File: src/rtl/ctrl_pipe_hazard.sv
// Control-side pipeline for the 5-stage RV64 subset core: carries decoder control bits
// through ID/EX, EX/MEM and MEM/WB, and produces load-use stall, branch flush and EX forwarding selects.
module ctrl_pipe_hazard (
    input  logic       clk_i,
    input  logic       rst_i,
    input  logic       ALUSrc_i,
    input  logic       MemWr_i,
    input  logic       Branch_i,
    input  logic       MemtoReg_i,
    input  logic       RegWr_i,
    input  logic [1:0] ALUOp_i,
    input  logic [4:0] id_rs1_i,
    input  logic [4:0] id_rs2_i,
    input  logic [4:0] id_rd_i,
    input  logic       ex_zero_i,
    output logic       ex_ALUSrc_o,
    output logic [1:0] ex_ALUOp_o,
    output logic       mem_MemWr_o,
    output logic       wb_MemtoReg_o,
    output logic       wb_RegWr_o,
    output logic [4:0] wb_rd_o,
    output logic       stall_o,
    output logic       flush_o,
    output logic [1:0] fwd_a_o,
    output logic [1:0] fwd_b_o
);

    logic       idex_alusrc_r;
    logic       idex_memwr_r;
    logic       idex_branch_r;
    logic       idex_memtoreg_r;
    logic       idex_regwr_r;
    logic [1:0] idex_aluop_r;
    logic [4:0] idex_rs1_r;
    logic [4:0] idex_rs2_r;
    logic [4:0] idex_rd_r;

    logic       exmem_memwr_r;
    logic       exmem_memtoreg_r;
    logic       exmem_regwr_r;
    logic [4:0] exmem_rd_r;

    logic       memwb_memtoreg_r;
    logic       memwb_regwr_r;
    logic [4:0] memwb_rd_r;

    logic       rs2_used_s;
    logic       ld_hz_s;
    logic       br_tk_s;
    logic       bubble_s;

    // Newer producer (EX/MEM) wins over the older one (MEM/WB); x0 never forwards.
    function automatic logic [1:0] fwd_sel(
        input logic [4:0] rs,
        input logic       em_wr,
        input logic [4:0] em_rd,
        input logic       mw_wr,
        input logic [4:0] mw_rd
    );
        if (em_wr && (em_rd != 5'd0) && (em_rd == rs)) begin
            return 2'b10;
        end else if (mw_wr && (mw_rd != 5'd0) && (mw_rd == rs)) begin
            return 2'b01;
        end else begin
            return 2'b00;
        end
    endfunction

    // Load-use and taken-branch detection from the ID/EX entry and the ID fields
    always_comb begin
        rs2_used_s = ~ALUSrc_i | MemWr_i;
        ld_hz_s    = idex_memtoreg_r & idex_regwr_r & (idex_rd_r != 5'd0) &
                     ((idex_rd_r == id_rs1_i) | (rs2_used_s & (idex_rd_r == id_rs2_i)));
        br_tk_s    = idex_branch_r & ex_zero_i;
        bubble_s   = ld_hz_s | br_tk_s;
    end

    // Flush outranks stall: the stalled ID instruction is on the wrong path anyway.
    assign flush_o = br_tk_s;
    assign stall_o = ld_hz_s & ~br_tk_s;
    assign fwd_a_o = fwd_sel(idex_rs1_r, exmem_regwr_r, exmem_rd_r, memwb_regwr_r, memwb_rd_r);
    assign fwd_b_o = fwd_sel(idex_rs2_r, exmem_regwr_r, exmem_rd_r, memwb_regwr_r, memwb_rd_r);

    assign ex_ALUSrc_o   = idex_alusrc_r;
    assign ex_ALUOp_o    = idex_aluop_r;
    assign mem_MemWr_o   = exmem_memwr_r;
    assign wb_MemtoReg_o = memwb_memtoreg_r;
    assign wb_RegWr_o    = memwb_regwr_r;
    assign wb_rd_o       = memwb_rd_r;

    // Stage registers: ID/EX takes a bubble on hazard or flush, later stages always advance
    always_ff @(posedge clk_i) begin
        if (rst_i) begin
            idex_alusrc_r    <= 1'b0;
            idex_memwr_r     <= 1'b0;
            idex_branch_r    <= 1'b0;
            idex_memtoreg_r  <= 1'b0;
            idex_regwr_r     <= 1'b0;
            idex_aluop_r     <= 2'b00;
            idex_rs1_r       <= 5'd0;
            idex_rs2_r       <= 5'd0;
            idex_rd_r        <= 5'd0;
            exmem_memwr_r    <= 1'b0;
            exmem_memtoreg_r <= 1'b0;
            exmem_regwr_r    <= 1'b0;
            exmem_rd_r       <= 5'd0;
            memwb_memtoreg_r <= 1'b0;
            memwb_regwr_r    <= 1'b0;
            memwb_rd_r       <= 5'd0;
        end else begin
            if (bubble_s) begin
                idex_alusrc_r   <= 1'b0;
                idex_memwr_r    <= 1'b0;
                idex_branch_r   <= 1'b0;
                idex_memtoreg_r <= 1'b0;
                idex_regwr_r    <= 1'b0;
                idex_aluop_r    <= 2'b00;
                idex_rs1_r      <= 5'd0;
                idex_rs2_r      <= 5'd0;
                idex_rd_r       <= 5'd0;
            end else begin
                idex_alusrc_r   <= ALUSrc_i;
                idex_memwr_r    <= MemWr_i;
                idex_branch_r   <= Branch_i;
                idex_memtoreg_r <= MemtoReg_i;
                idex_regwr_r    <= RegWr_i;
                idex_aluop_r    <= ALUOp_i;
                idex_rs1_r      <= id_rs1_i;
                idex_rs2_r      <= id_rs2_i;
                idex_rd_r       <= id_rd_i;
            end
            exmem_memwr_r    <= idex_memwr_r;
            exmem_memtoreg_r <= idex_memtoreg_r;
            exmem_regwr_r    <= idex_regwr_r;
            exmem_rd_r       <= idex_rd_r;
            memwb_memtoreg_r <= exmem_memtoreg_r;
            memwb_regwr_r    <= exmem_regwr_r;
            memwb_rd_r       <= exmem_rd_r;
        end
    end

endmodule

File: config.mk
export PLATFORM = sky130hd
export DESIGN_NAME = ctrl_pipe_hazard
export DESIGN_NICKNAME = d
export VERILOG_FILES = /design/src/rtl/ctrl_pipe_hazard.sv
export SDC_FILE = /design/constraint.sdc
export NUM_CORES = 1
export LEC_CHECK = 0
export CORE_ASPECT_RATIO = 1.25
export CORE_MARGIN = 2
export CORE_UTILIZATION = 35
export DETAILED_ROUTE_END_ITERATION = 12
export SETUP_SLACK_MARGIN = 0.2
export SLEW_MARGIN = 40
export SYNTH_ARGS = -nofsm -noshare
export SYNTH_HDL_FRONTEND = slang
export SYNTH_SLANG_ARGS = --single-unit
File: constraint.sdc
create_clock -name clk_i -period 1.5 [get_ports clk_i]
set_input_delay 0.375 -clock clk_i [delete_from_list [all_inputs] [get_ports clk_i]]
set_output_delay 0.375 -clock clk_i [all_outputs]
set_load 0.02 [all_outputs]
==> flow_results.xml, run 1 <==
<?xml version="1.0" encoding="UTF-8"?>
<metrics>
  <group name="timing">
    <metric name="finalHoldViolCount" unit="">0</metric>
    <metric name="maxSlewHeadroom" unit="%">78.9</metric>
    <metric name="finalCritPeriodShare" unit="%">143</metric>
    <metric name="rsz0062_at_grt" unit="">true</metric>
    <metric name="worst-slew-pin-transition" unit="ns">0.314</metric>
    <metric name="setup-tns-final" unit="ns">-7.05</metric>
    <metric name="holdWs" unit="ns">0.438</metric>
    <metric name="setup_viol" unit="">27</metric>
    <metric name="fin_ws" unit="ns">-0.641</metric>
    <metric name="fin_skew" unit="ns">0.00803</metric>
    <metric name="finalMaxSlewViolations" unit="">0</metric>
    <metric name="max_freq" unit="MHz">467</metric>
    <metric name="fin_crit" unit="ns">2.14</metric>
  </group>
  <group name="synthesis">
    <metric name="synthCells" unit="">157</metric>
    <metric name="syn-mean-instance-area" unit="um2">10.7</metric>
    <metric name="synth.lib_cells_used.distinct" unit="">25</metric>
    <metric name="mappedNetlistNets" unit="">182</metric>
    <metric name="ys_ff_latch" unit="">37</metric>
    <metric name="yosysWarningCount" unit="">0</metric>
    <metric name="netlist_area_pre_place" unit="mm2">0.00168</metric>
    <metric name="seq_area_frac_synth" unit="%">44.0</metric>
  </group>
  <group name="floorplan">
    <metric name="fp.coreArea" unit="mm2">0.00469</metric>
    <metric name="die_area" unit="mm2">0.00538</metric>
    <metric name="die_height" unit="um">81.5</metric>
    <metric name="ios" unit="">42</metric>
    <metric name="initial_utilization" unit="%">35.8</metric>
    <metric name="fp.dieW" unit="um">66.0</metric>
    <metric name="floorplan.rows" unit="">28</metric>
  </group>
  <group name="worst_hold_path">
    <metric name="hold-path-cell-count" unit="">1</metric>
    <metric name="hold_path.class" unit="">reg -&gt; reg</metric>
  </group>
  <group name="critical_path">
    <metric name="max_stage_delay" unit="ns">0.55</metric>
    <metric name="timing.critical_path.fanout_max" unit="">2</metric>
    <metric name="end_kind" unit="">output pin</metric>
    <metric name="timing.reg2reg.worst_path_depth" unit="">6</metric>
    <metric name="cp.arrival" unit="ns">1.77</metric>
    <metric name="cpMaxStageDelayCell" unit="">sky130_fd_sc_hd__or4_4</metric>
    <metric name="worstPathCellList" unit="">or4_4 &gt; o21ai_4 &gt; nor4_4 &gt; nor4_4 &gt; buf_4</metric>
    <metric name="worst_path_most_repeated_cell" unit="">sky130_fd_sc_hd__nor4_4</metric>
    <metric name="critical_path_class" unit="">reg -&gt; out</metric>
    <metric name="timing.critical_path.from_type" unit="">flop</metric>
    <metric name="timing.critical_path.required" unit="ns">1.12</metric>
  </group>
  <group name="clock_tree">
    <metric name="clkSinkCount" unit="">37</metric>
    <metric name="clk_transition_reported_paths" unit="ns">0.07</metric>
    <metric name="cts-buffers-inserted" unit="">5</metric>
    <metric name="max-clock-path-buffers" unit="">2</metric>
    <metric name="cts-root-buf" unit="">sky130_fd_sc_hd__clkbuf_8</metric>
    <metric name="tritoncts_clock_tree" unit="">done</metric>
    <metric name="htree_levels" unit="">2</metric>
    <metric name="clock_latency" unit="ns">0.29</metric>
  </group>
  <group name="placement">
    <metric name="dp_hpwl" unit="um">2890</metric>
    <metric name="routabilityCongestion" unit="">0.807</metric>
    <metric name="placement.io_buffers" unit="">41</metric>
    <metric name="placement.setup.worst_slack" unit="ns">-0.988</metric>
  </group>
  <group name="route">
    <metric name="post_drt_via_cell_ratio" unit="">4.81</metric>
    <metric name="number_of_drc_markers_in_iteration_0" unit="">26</metric>
    <metric name="route.final.wire_length" unit="um">4590</metric>
    <metric name="route.detailed.drc" unit="">0</metric>
    <metric name="drt-wirelength-per-cell" unit="um">15.3</metric>
    <metric name="drt_pass1_iterations" unit="">4</metric>
    <metric name="antenna_left" unit="">0</metric>
    <metric name="vias" unit="">1443</metric>
  </group>
  <group name="power_and_ir_drop">
    <metric name="max-vdd-ir-drop" unit="mV">0.452</metric>
    <metric name="power_density" unit="mW/mm2">804</metric>
    <metric name="power.leakage" unit="nW">1.17</metric>
  </group>
  <group name="status">
    <metric name="outcome" unit="">complete, but fails checks</metric>
    <metric name="violations_in_the_final_reports" unit="">setup timing</metric>
  </group>
  <group name="final_layout">
    <metric name="ratio_of_cells_with_drive_above_1_in_the_final_layout" unit="%">50.4</metric>
    <metric name="diodes" unit="">0</metric>
    <metric name="area_growth_syn_to_layout" unit="%">67.2</metric>
    <metric name="layout.nets" unit="">264</metric>
  </group>
  <group name="global_route">
    <metric name="grt_pass1_wl" unit="um">7320</metric>
    <metric name="globalRouteOverflowTotal" unit="">0</metric>
    <metric name="vias_in_the_first_global_route" unit="">1513</metric>
    <metric name="grt_usage" unit="%">18.6</metric>
    <metric name="grt_start_max_net_pins" unit="">26</metric>
    <metric name="antenna_found_initial" unit="">0</metric>
  </group>
  <group name="flow_run">
    <metric name="maxCapViolations" unit="">0</metric>
  </group>
</metrics>
==> synth_stat cells, drive strengths merged <==
cell type	n	area share (%)
buf	4	1.9
o22ai	1	0.74
xor2	14	7.3
and3	1	0.37
o311a	1	1.3
or3	1	0.37
clkbuf	5	1.1
nand3	3	0.89
a21oi	21	11
xnor2	16	8.3
nor2b	15	5.6
nand2	2	0.45
or4	4	1.8
nand3b	21	9.4
inv	2	0.45
dfxtp	37	44
nor4	4	2.2
a2111oi	1	1.6
nand4	1	0.37
o21ai	3	1.1
==> flip-flops by register name, summed over array words and instances, names as in the netlist <==
register	count
wb_rd_o	5
wb_RegWr_o	1
idex_memtoreg_r	1
exmem_rd_r	5
idex_rs2_r	5
idex_branch_r	1
idex_rs1_r	5
wb_MemtoReg_o	1
mem_MemWr_o	1
idex_rd_r	5
ex_ALUSrc_o	1
idex_regwr_r	1
exmem_regwr_r	1
idex_memwr_r	1
exmem_memtoreg_r	1
ex_ALUOp_o	2
==> metrics by stage <==
stage	util, %	power (W)	cells	area [um2]
after floorplan	-	0.00129	157	1760
after global placement	51.0	0.00146	276	2390
after detailed placement	51.0	0.00147	276	2390
after CTS	57.9	0.00225	294	2720
after global routing	59.9	0.00236	300	2810
final	59.9	0.00226	300	2810
==> worst paths after layout <==
kind                       from           to  slack, ns
hold reg to reg    idex_memwr_r  mem_MemWr_o       0.44
hold / removal     idex_memwr_r  mem_MemWr_o       0.44
setup / recovery  exmem_rd_r[1]   fwd_b_o[0]      -0.64
setup reg to reg   idex_rd_r[0]  ex_ALUSrc_o      -0.31
==> report_power, final <==
part / switching (W) / internal, W / total, W
clock: 0.000331 / 0.000374 / 0.000705
sequential: 0.0000404 / 0.00103 / 0.00107
combinational: 0.000212 / 0.000276 / 0.000488
total: 0.000583 / 0.00168 / 0.00226
==> critical path: cells and delay by family, from the launching register on <==
kind	cells	cell delay (ns)
AO/OA/AOI/OAI	1	0.23
buffers and inverters	1	0.18
flip-flops	1	0.31
AND/OR/NAND/NOR	3	0.77
==> cells in the final DEF (no fill, tap or decap) <==
| master | netlist | routed |
|---|---|---|
| sky130_fd_sc_hd__dlygate4sd2_1 | 0 | 11 |
| sky130_fd_sc_hd__and3_4 | 0 | 1 |
| sky130_fd_sc_hd__dfxtp_1 | 37 | 26 |
| sky130_fd_sc_hd__nand4_1 | 1 | 1 |
| sky130_fd_sc_hd__nor4_4 | 0 | 4 |
| sky130_fd_sc_hd__xnor2_1 | 16 | 10 |
| sky130_fd_sc_hd__clkbuf_2 | 0 | 4 |
| sky130_fd_sc_hd__buf_8 | 0 | 2 |
| sky130_fd_sc_hd__a2111oi_4 | 1 | 1 |
| sky130_fd_sc_hd__dfxtp_2 | 0 | 7 |
| sky130_fd_sc_hd__dfxtp_4 | 0 | 4 |
| sky130_fd_sc_hd__clkdlybuf4s15_1 | 0 | 1 |
| sky130_fd_sc_hd__inv_2 | 0 | 1 |
| sky130_fd_sc_hd__buf_2 | 2 | 3 |
| sky130_fd_sc_hd__or3_4 | 0 | 1 |
| sky130_fd_sc_hd__or4_1 | 4 | 1 |
| sky130_fd_sc_hd__inv_1 | 2 | 1 |
| sky130_fd_sc_hd__nor2b_1 | 15 | 15 |
| sky130_fd_sc_hd__o22ai_2 | 1 | 1 |
| sky130_fd_sc_hd__o311a_4 | 1 | 1 |
| sky130_fd_sc_hd__xor2_1 | 14 | 14 |
| sky130_fd_sc_hd__nand3_1 | 3 | 1 |
| sky130_fd_sc_hd__or4_4 | 0 | 3 |
| sky130_fd_sc_hd__buf_4 | 0 | 30 |
| sky130_fd_sc_hd__clkbuf_1 | 5 | 2 |
| sky130_fd_sc_hd__o21ai_2 | 1 | 1 |
| sky130_fd_sc_hd__nand3_2 | 0 | 2 |
| sky130_fd_sc_hd__o21ai_4 | 0 | 1 |
| sky130_fd_sc_hd__a21oi_2 | 20 | 21 |
| sky130_fd_sc_hd__clkbuf_8 | 0 | 6 |
| sky130_fd_sc_hd__nand2_1 | 2 | 1 |
| sky130_fd_sc_hd__nand3b_1 | 21 | 21 |
| sky130_fd_sc_hd__buf_6 | 2 | 12 |
| sky130_fd_sc_hd__nand2_2 | 0 | 1 |
| sky130_fd_sc_hd__clkdlybuf4s50_1 | 0 | 13 |
| sky130_fd_sc_hd__buf_16 | 0 | 4 |
| sky130_fd_sc_hd__buf_12 | 0 | 4 |
| sky130_fd_sc_hd__xnor2_2 | 0 | 6 |
| sky130_fd_sc_hd__o21ai_1 | 1 | 1 |
==> timing repair <==
action | CTS | global route
hold buffers | 0 | 0
buffers inserted | 6 | 6
gates resized for setup | 104 | 27
gates cloned | 4 | 0
setup endpoints to repair | 39 | 37
pin swaps | 8 | 9
==> area by class of cell <==
cell class | instances | area [um2]
fill | 405 | 1880
inverter | 2 | 7.51
multi-input combinational | 109 | 1020
sequential | 37 | 764
timing repair buffer | 84 | 852
clock buffer | 8 | 90.1
tap | 60 | 75.1
==> logic make-up after synthesis <==
group	Yosys count	share of synthesized area [%]
DFF	37	44.0
buffers and inverters	11	3.49
AOI/OAI and AO/OA	27	15.5
xor gates and xnor gates	30	15.6
and+or+nand+nor	52	21.4
==> routing by layer <==
layer / vias to the layer above / wire, um / GRT usage (%)
met1: 675 / 1630 / 17.8
met3: 10 / 240 / 4.38
li1: 706 / - / -
met2: 52 / 2590 / 36.7
met5: - / 0 / 0
met4: 0 / 121 / 9.18
Power figures use the tool's default switching activity.
==> run 2: changes to the inputs <==
--- a/config.mk
+++ b/config.mk
@@ -5,10 +5,14 @@
 export SDC_FILE = /design/constraint.sdc
 export NUM_CORES = 1
 export LEC_CHECK = 0
+export CELL_PAD_IN_SITES_DETAIL_PLACEMENT = 1
+export CELL_PAD_IN_SITES_GLOBAL_PLACEMENT = 1
 export CORE_ASPECT_RATIO = 1.25
 export CORE_MARGIN = 2
-export CORE_UTILIZATION = 35
+export CORE_UTILIZATION = 33
 export DETAILED_ROUTE_END_ITERATION = 12
+export GPL_TIMING_DRIVEN = 0
+export PLACE_DENSITY_LB_ADDON = 0.1
 export SETUP_SLACK_MARGIN = 0.2
 export SLEW_MARGIN = 40
 export SYNTH_ARGS = -nofsm -noshare
==> flow_results.xml, run 2 (synthesis gave the netlist of run 1 again) <==
<?xml version="1.0" encoding="UTF-8"?>
<metrics>
  <group name="status">
    <metric name="outcome" unit="">complete, but fails checks</metric>
    <metric name="violations_in_the_final_reports" unit="">setup timing</metric>
  </group>
  <group name="clock_tree">
    <metric name="post_cts_hold_buffer_count" unit="">0</metric>
    <metric name="htree_levels" unit="">2</metric>
    <metric name="cts-buffers-inserted" unit="">5</metric>
    <metric name="clk_transition_reported_paths" unit="ns">0.08</metric>
    <metric name="clkSinkCount" unit="">37</metric>
    <metric name="max-clock-path-buffers" unit="">2</metric>
    <metric name="tritoncts_clock_tree" unit="">done</metric>
    <metric name="cts-root-buf" unit="">sky130_fd_sc_hd__clkbuf_8</metric>
    <metric name="clock_latency" unit="ns">0.29</metric>
  </group>
  <group name="route">
    <metric name="post_drt_via_cell_ratio" unit="">4.87</metric>
    <metric name="vias" unit="">1372</metric>
    <metric name="route.detailed.drc" unit="">0</metric>
    <metric name="route.final.wire_length" unit="um">4940</metric>
    <metric name="number_of_drc_markers_in_iteration_0" unit="">24</metric>
    <metric name="drt-wirelength-per-cell" unit="um">17.5</metric>
    <metric name="drt_pass1_iterations" unit="">4</metric>
    <metric name="antenna_left" unit="">0</metric>
  </group>
  <group name="floorplan">
    <metric name="fp.dieW" unit="um">67.9</metric>
    <metric name="fp.coreArea" unit="mm2">0.00501</metric>
    <metric name="die_height" unit="um">83.8</metric>
    <metric name="ios" unit="">42</metric>
    <metric name="die_area" unit="mm2">0.00569</metric>
    <metric name="initial_utilization" unit="%">33.6</metric>
    <metric name="floorplan.rows" unit="">29</metric>
  </group>
  <group name="placement">
    <metric name="dp_hpwl" unit="um">3480</metric>
    <metric name="placement.io_buffers" unit="">41</metric>
    <metric name="routabilityCongestion" unit="">0.760</metric>
    <metric name="placed_cells" unit="">260</metric>
  </group>
  <group name="timing">
    <metric name="finalCritPeriodShare" unit="%">144</metric>
    <metric name="fin_skew" unit="ns">0.0113</metric>
    <metric name="fin_crit" unit="ns">2.16</metric>
    <metric name="setup_viol" unit="">27</metric>
    <metric name="worst-slew-pin-transition" unit="ns">0.506</metric>
    <metric name="max_freq" unit="MHz">463</metric>
    <metric name="maxSlewHeadroom" unit="%">66.3</metric>
    <metric name="finalMaxSlewViolations" unit="">0</metric>
    <metric name="rsz0062_at_grt" unit="">true</metric>
    <metric name="setup-tns-final" unit="ns">-6.97</metric>
    <metric name="fin_ws" unit="ns">-0.662</metric>
    <metric name="finalHoldViolCount" unit="">0</metric>
  </group>
  <group name="critical_path">
    <metric name="timing.critical_path.required" unit="ns">1.12</metric>
    <metric name="timing.critical_path.from_type" unit="">flop</metric>
    <metric name="critical_path_class" unit="">reg -&gt; out</metric>
    <metric name="timing.critical_path.fanout_max" unit="">2</metric>
    <metric name="end_kind" unit="">output pin</metric>
    <metric name="cp.arrival" unit="ns">1.79</metric>
  </group>
  <group name="global_route">
    <metric name="globalRouteOverflowTotal" unit="">0</metric>
    <metric name="grt_pass1_wl" unit="um">7390</metric>
    <metric name="antenna_found_initial" unit="">0</metric>
    <metric name="vias_in_the_first_global_route" unit="">1448</metric>
    <metric name="grt_start_max_net_pins" unit="">14</metric>
    <metric name="grt_usage" unit="%">17.8</metric>
  </group>
  <group name="power_and_ir_drop">
    <metric name="power_density" unit="mW/mm2">948</metric>
    <metric name="power.leakage" unit="nW">1.06</metric>
    <metric name="totalPowerFinal" unit="W">0.00253</metric>
    <metric name="max-vdd-ir-drop" unit="mV">0.552</metric>
  </group>
  <group name="final_layout">
    <metric name="layout.nets" unit="">244</metric>
    <metric name="ratio_of_cells_with_drive_above_1_in_the_final_layout" unit="%">47.7</metric>
    <metric name="final_cell_mix" unit="">sky130_fd_sc_hd__dfxtp_1 (22), sky130_fd_sc_hd__nand3b_1 (21), sky130_fd_sc_hd__a21oi_2 (19), sky130_fd_sc_hd__nor2b_1 (15), sky130_fd_sc_hd__xor2_1 (13)</metric>
    <metric name="area_growth_syn_to_layout" unit="%">58.4</metric>
    <metric name="stdcell_count" unit="">282</metric>
    <metric name="layout.cells.most_common" unit="">sky130_fd_sc_hd__dfxtp_1</metric>
    <metric name="diodes" unit="">0</metric>
  </group>
  <group name="worst_hold_path">
    <metric name="hold_path.class" unit="">reg -&gt; reg</metric>
  </group>
  <group name="flow_run">
    <metric name="maxCapViolations" unit="">0</metric>
  </group>
</metrics>
-- run 2: cell count changes in the layout (fill, tap and decap cells not counted), sizes merged --
cell           previous run  this run
bufinv                    0         2
dlygate4sd2              11        12
clkdlybuf4s50            13        11
bufbuf                    0         1
buf                      55        27
inv                       2         3
clkbuf                   12        14
clkdlybuf4s15             1         4
-- run 2: through the flow --
| step | instance area [um2] | setup slack [ns] | hold slack, ns | util (%) |
|---|---|---|---|---|
| floorplan | 1760 | -0.324 | 0.414 | - |
| global placement | 2240 | -1.17 | 0.419 | 44.8 |
| detailed placement | 2240 | -1.21 | 0.429 | 44.8 |
| CTS | 2550 | -0.692 | 0.448 | 51.0 |
| global route | 2670 | -0.734 | 0.468 | 53.2 |
| finish | 2670 | -0.662 | 0.446 | 53.2 |
-- run 2: final timing paths --
kind	start	endpoint	slack, ns	cells past startpoint
hold / removal	idex_memwr_r	mem_MemWr_o	0.45	1
setup / recovery	idex_rs1_r[4]	fwd_a_o[0]	-0.66	4
hold reg to reg	idex_memwr_r	mem_MemWr_o	0.45	1
setup reg to reg	idex_rd_r[0]	idex_rs2_r[0]	-0.24	6
-- run 2: per-layer routing --
layer,wire length (um),part of all wire [%],track usage [%]
met1,1770,36,18.1
met5,0,0,0
met2,2780,56,32.2
met3,223,4.5,4.59
met4,172,3.5,8.91
-- run 2: report_power, final --
| part | switching (W) | internal, W |
|---|---|---|
| Sequential | 0.0000510 | 0.00102 |
| Clock | 0.000361 | 0.000669 |
| Combinational | 0.000196 | 0.000226 |
| Total | 0.000608 | 0.00192 |
-- run 2: layout make-up --
| type | count | area, um2 |
|---|---|---|
| buffer | 9 | 96.3 |
| clock buffer | 5 | 68.8 |
| clock inverter | 3 | 68.8 |
| fill | 536 | 2340 |
| inverter | 2 | 7.51 |
| multi-input combinational | 109 | 1040 |
| sequential | 37 | 779 |
| tap | 62 | 77.6 |
| timing repair buffer | 55 | 523 |
-- run 2: critical path, cell delays in order, from the launching register on --
cell and delay [ns]:
sky130_fd_sc_hd__dfxtp_2 0.35, sky130_fd_sc_hd__xor2_2 0.18, sky130_fd_sc_hd__or4_4 0.53, sky130_fd_sc_hd__nor4_4 0.27, sky130_fd_sc_hd__buf_4 0.18
-- run 2: timing repair --
action,CTS,global route
gates cloned,1,1
buffers inserted,6,6
hold endpoints to repair,0,0
endpoints found under the setup margin,54,31
pin swaps,9,8
gates resized for setup,115,19
==> run 3: changes to the inputs <==
--- a/config.mk
+++ b/config.mk
@@ -8,7 +8,6 @@
 export CELL_PAD_IN_SITES_DETAIL_PLACEMENT = 1
 export CELL_PAD_IN_SITES_GLOBAL_PLACEMENT = 1
 export CORE_ASPECT_RATIO = 1.25
-export CORE_MARGIN = 2
 export CORE_UTILIZATION = 33
 export DETAILED_ROUTE_END_ITERATION = 12
 export GPL_TIMING_DRIVEN = 0
==> flow_results.xml, run 3 (synthesis gave the netlist of run 1 again) <==
<?xml version="1.0" encoding="UTF-8"?>
<metrics>
  <group name="flow_run">
    <metric name="maxCapViolations" unit="">0</metric>
  </group>
  <group name="placement">
    <metric name="placement.io_buffers" unit="">41</metric>
    <metric name="dpl_cell_area" unit="mm2">0.00224</metric>
    <metric name="dp_hpwl" unit="um">3350</metric>
    <metric name="routabilityCongestion" unit="">0.804</metric>
  </group>
  <group name="clock_tree">
    <metric name="clock_latency" unit="ns">0.29</metric>
    <metric name="cts-buffers-inserted" unit="">5</metric>
    <metric name="htree_levels" unit="">2</metric>
    <metric name="clk_transition_reported_paths" unit="ns">0.07</metric>
    <metric name="post_cts_hold_buffer_count" unit="">0</metric>
    <metric name="cts-root-buf" unit="">sky130_fd_sc_hd__clkbuf_8</metric>
    <metric name="max-clock-path-buffers" unit="">2</metric>
    <metric name="clkSinkCount" unit="">37</metric>
    <metric name="tritoncts_clock_tree" unit="">done</metric>
  </group>
  <group name="power_and_ir_drop">
    <metric name="power_frac_clock" unit="%">30.9</metric>
    <metric name="power_density" unit="mW/mm2">826</metric>
    <metric name="pwr-share-comb" unit="%">20.1</metric>
    <metric name="max-vdd-ir-drop" unit="mV">0.435</metric>
    <metric name="total_switching_power" unit="W">0.000625</metric>
    <metric name="seq_power_share" unit="%">49.0</metric>
    <metric name="power.share.switching" unit="%">28.4</metric>
    <metric name="totalPowerFinal" unit="W">0.00220</metric>
    <metric name="power_report.internal_total" unit="W">0.00158</metric>
    <metric name="power.leakage" unit="nW">1.06</metric>
  </group>
  <group name="critical_path">
    <metric name="timing.rr.start" unit="">idex_rd_r[0]</metric>
    <metric name="cp.arrival" unit="ns">1.78</metric>
    <metric name="worstReg2RegEnd" unit="">idex_rd_r[0]</metric>
    <metric name="timing.reg2reg.worst_path_depth" unit="">7</metric>
    <metric name="critical_path_class" unit="">reg -&gt; out</metric>
    <metric name="timing.critical_path.from_type" unit="">flop</metric>
    <metric name="worst-r2r-setup-slack" unit="ns">-0.36</metric>
    <metric name="end_kind" unit="">output pin</metric>
    <metric name="timing.critical_path.required" unit="ns">1.12</metric>
    <metric name="timing.critical_path.fanout_max" unit="">2</metric>
  </group>
  <group name="worst_hold_path">
    <metric name="hold_path.class" unit="">reg -&gt; reg</metric>
    <metric name="worst_hold_launch" unit="">exmem_memtoreg_r</metric>
    <metric name="hold-path-cell-count" unit="">1</metric>
    <metric name="worst_hold_path_ep" unit="">wb_MemtoReg_o</metric>
  </group>
  <group name="final_layout">
    <metric name="area_growth_syn_to_layout" unit="%">58.4</metric>
    <metric name="register_area" unit="um2">779</metric>
    <metric name="final.fill_count" unit="">516</metric>
    <metric name="diodes" unit="">0</metric>
    <metric name="layout.nets" unit="">245</metric>
    <metric name="final_cell_mix" unit="">sky130_fd_sc_hd__dfxtp_1 (22), sky130_fd_sc_hd__nand3b_1 (21), sky130_fd_sc_hd__a21oi_2 (19), sky130_fd_sc_hd__nor2b_1 (15)</metric>
    <metric name="ratio_of_cells_with_drive_above_1_in_the_final_layout" unit="%">47.5</metric>
    <metric name="final_cell_area" unit="mm2">0.00267</metric>
    <metric name="layout.cells.most_common" unit="">sky130_fd_sc_hd__dfxtp_1</metric>
    <metric name="multi_input_gate_area" unit="mm2">0.00105</metric>
  </group>
  <group name="floorplan">
    <metric name="die_height" unit="um">81.8</metric>
    <metric name="fp.coreArea" unit="mm2">0.00483</metric>
    <metric name="ios" unit="">42</metric>
    <metric name="fp.dieW" unit="um">65.9</metric>
    <metric name="initial_utilization" unit="%">34.8</metric>
    <metric name="die_area" unit="mm2">0.00539</metric>
    <metric name="floorplan.rows" unit="">28</metric>
  </group>
  <group name="global_route">
    <metric name="grt_pass1_wl" unit="um">7710</metric>
    <metric name="antenna_found_initial" unit="">0</metric>
    <metric name="grt_start_max_net_pins" unit="">13</metric>
    <metric name="globalRouteOverflowTotal" unit="">0</metric>
    <metric name="grt_usage" unit="%">20.1</metric>
    <metric name="vias_in_the_first_global_route" unit="">1455</metric>
  </group>
  <group name="route">
    <metric name="number_of_drc_markers_in_iteration_0" unit="">19</metric>
    <metric name="route.detailed.drc" unit="">0</metric>
    <metric name="vias" unit="">1404</metric>
    <metric name="drt-wirelength-per-cell" unit="um">19.1</metric>
    <metric name="post_drt_via_cell_ratio" unit="">5.00</metric>
    <metric name="drt_pass1_iterations" unit="">4</metric>
    <metric name="route.final.wire_length" unit="um">5380</metric>
    <metric name="antenna_left" unit="">0</metric>
  </group>
  <group name="timing">
    <metric name="max_freq" unit="MHz">465</metric>
    <metric name="fin_ws" unit="ns">-0.653</metric>
    <metric name="finalMaxSlewViolations" unit="">0</metric>
    <metric name="fin_skew" unit="ns">0.00751</metric>
    <metric name="holdWs" unit="ns">0.451</metric>
    <metric name="finalCritPeriodShare" unit="%">144</metric>
    <metric name="setup_viol" unit="">26</metric>
    <metric name="finalHoldViolCount" unit="">0</metric>
    <metric name="maxSlewHeadroom" unit="%">65.5</metric>
    <metric name="worst-slew-pin-transition" unit="ns">0.517</metric>
    <metric name="fin_crit" unit="ns">2.15</metric>
    <metric name="rsz0062_at_grt" unit="">true</metric>
  </group>
  <group name="status">
    <metric name="violations_in_the_final_reports" unit="">setup timing</metric>
    <metric name="outcome" unit="">complete, but fails checks</metric>
  </group>
</metrics>
-- run 3: cell count changes in the layout (fill, tap and decap cells not counted), moves of 2 or more --
cell,previous run,this run
sky130_fd_sc_hd__buf_4,9,5
sky130_fd_sc_hd__buf_12,3,5
sky130_fd_sc_hd__buf_16,0,2
sky130_fd_sc_hd__buf_6,7,9
sky130_fd_sc_hd__bufinv_16,2,0
sky130_fd_sc_hd__clkbuf_2,5,7
sky130_fd_sc_hd__clkdlybuf4s15_2,3,1
sky130_fd_sc_hd__clkinv_2,0,2
sky130_fd_sc_hd__xnor2_1,11,13
-- run 3: power by group through the flow --
stage / Sequential (W) / Combinational [W] / Clock (W)
after detailed placement: 0.00110 / 0.000342 / 0
after floorplan: 0.00110 / 0.000193 / 0
after global routing: 0.00108 / 0.000469 / 0.000747
after global placement: 0.00109 / 0.000334 / 0
final: 0.00108 / 0.000442 / 0.000681
after CTS: 0.00107 / 0.000407 / 0.000705
-- run 3: routing by layer --
| metal | track usage [%] | vias up | routed length (um) |
|---|---|---|---|
| met3 | 4.03 | 12 | 187 |
| met4 | 7.61 | 0 | 181 |
| li1 | - | 665 | - |
| met2 | 39.3 | 45 | 2990 |
| met5 | 0 | - | 0 |
| met1 | 20.4 | 682 | 2020 |
-- run 3: what timing repair did --
item                       in CTS  in global routing
setup endpoints to repair      54                 35
cloned                          2                  2
hold endpoints to repair        0                  0
pin swaps                      10                  7
resized for setup             112                 26
setup buffers                   5                  6
-- run 3: through the flow --
step	TNS [ns]	cells	utilization, %	worst slack (ns)
finish	-7.77	281	55.2	-0.653
global route	-8.68	281	55.2	-0.728
CTS	-3.17	273	52.2	-0.671
detailed placement	-19.05	258	46.4	-1.23
global placement	-17.04	258	46.4	-1.17
floorplan	-1.00	157	-	-0.324
-- run 3: how the worst max path moves through the flow --
| stage | from | to | slack (ns) | cells past startpoint |
|---|---|---|---|---|
| final | exmem_rd_r[1] | fwd_a_o[0] | -0.65 | 5 |
| after global routing | wb_rd_o[2] | fwd_b_o[0] | -0.73 | 4 |
| after CTS | exmem_rd_r[1] | fwd_a_o[0] | -0.67 | 5 |
| after detailed placement | id_rs2_i[2] | stall_o | -1.23 | 6 |
| after global placement | id_rs2_i[2] | stall_o | -1.17 | 6 |
| after floorplan | wb_rd_o[2] | fwd_b_o[0] | -0.32 | 3 |
-- run 3: cell type report --
type	instances	share of cell area, %
Inverter	2	0.282
Buffer	9	3.80
Timing Repair Buffer	56	21.4
Multi-Input combinational cell	109	39.3
Tap cell	60	2.82
Clock buffer	5	2.58
Sequential cell	37	29.2
Clock inverter	3	0.657
-- run 3: critical path: stages (launching register included) --
cell and delay (ns):
sky130_fd_sc_hd__dfxtp_4 0.35, sky130_fd_sc_hd__or4_4 0.54, sky130_fd_sc_hd__o21ai_4 0.22, sky130_fd_sc_hd__nor4_4 0.09, sky130_fd_sc_hd__nor4_4 0.12, sky130_fd_sc_hd__buf_4 0.17
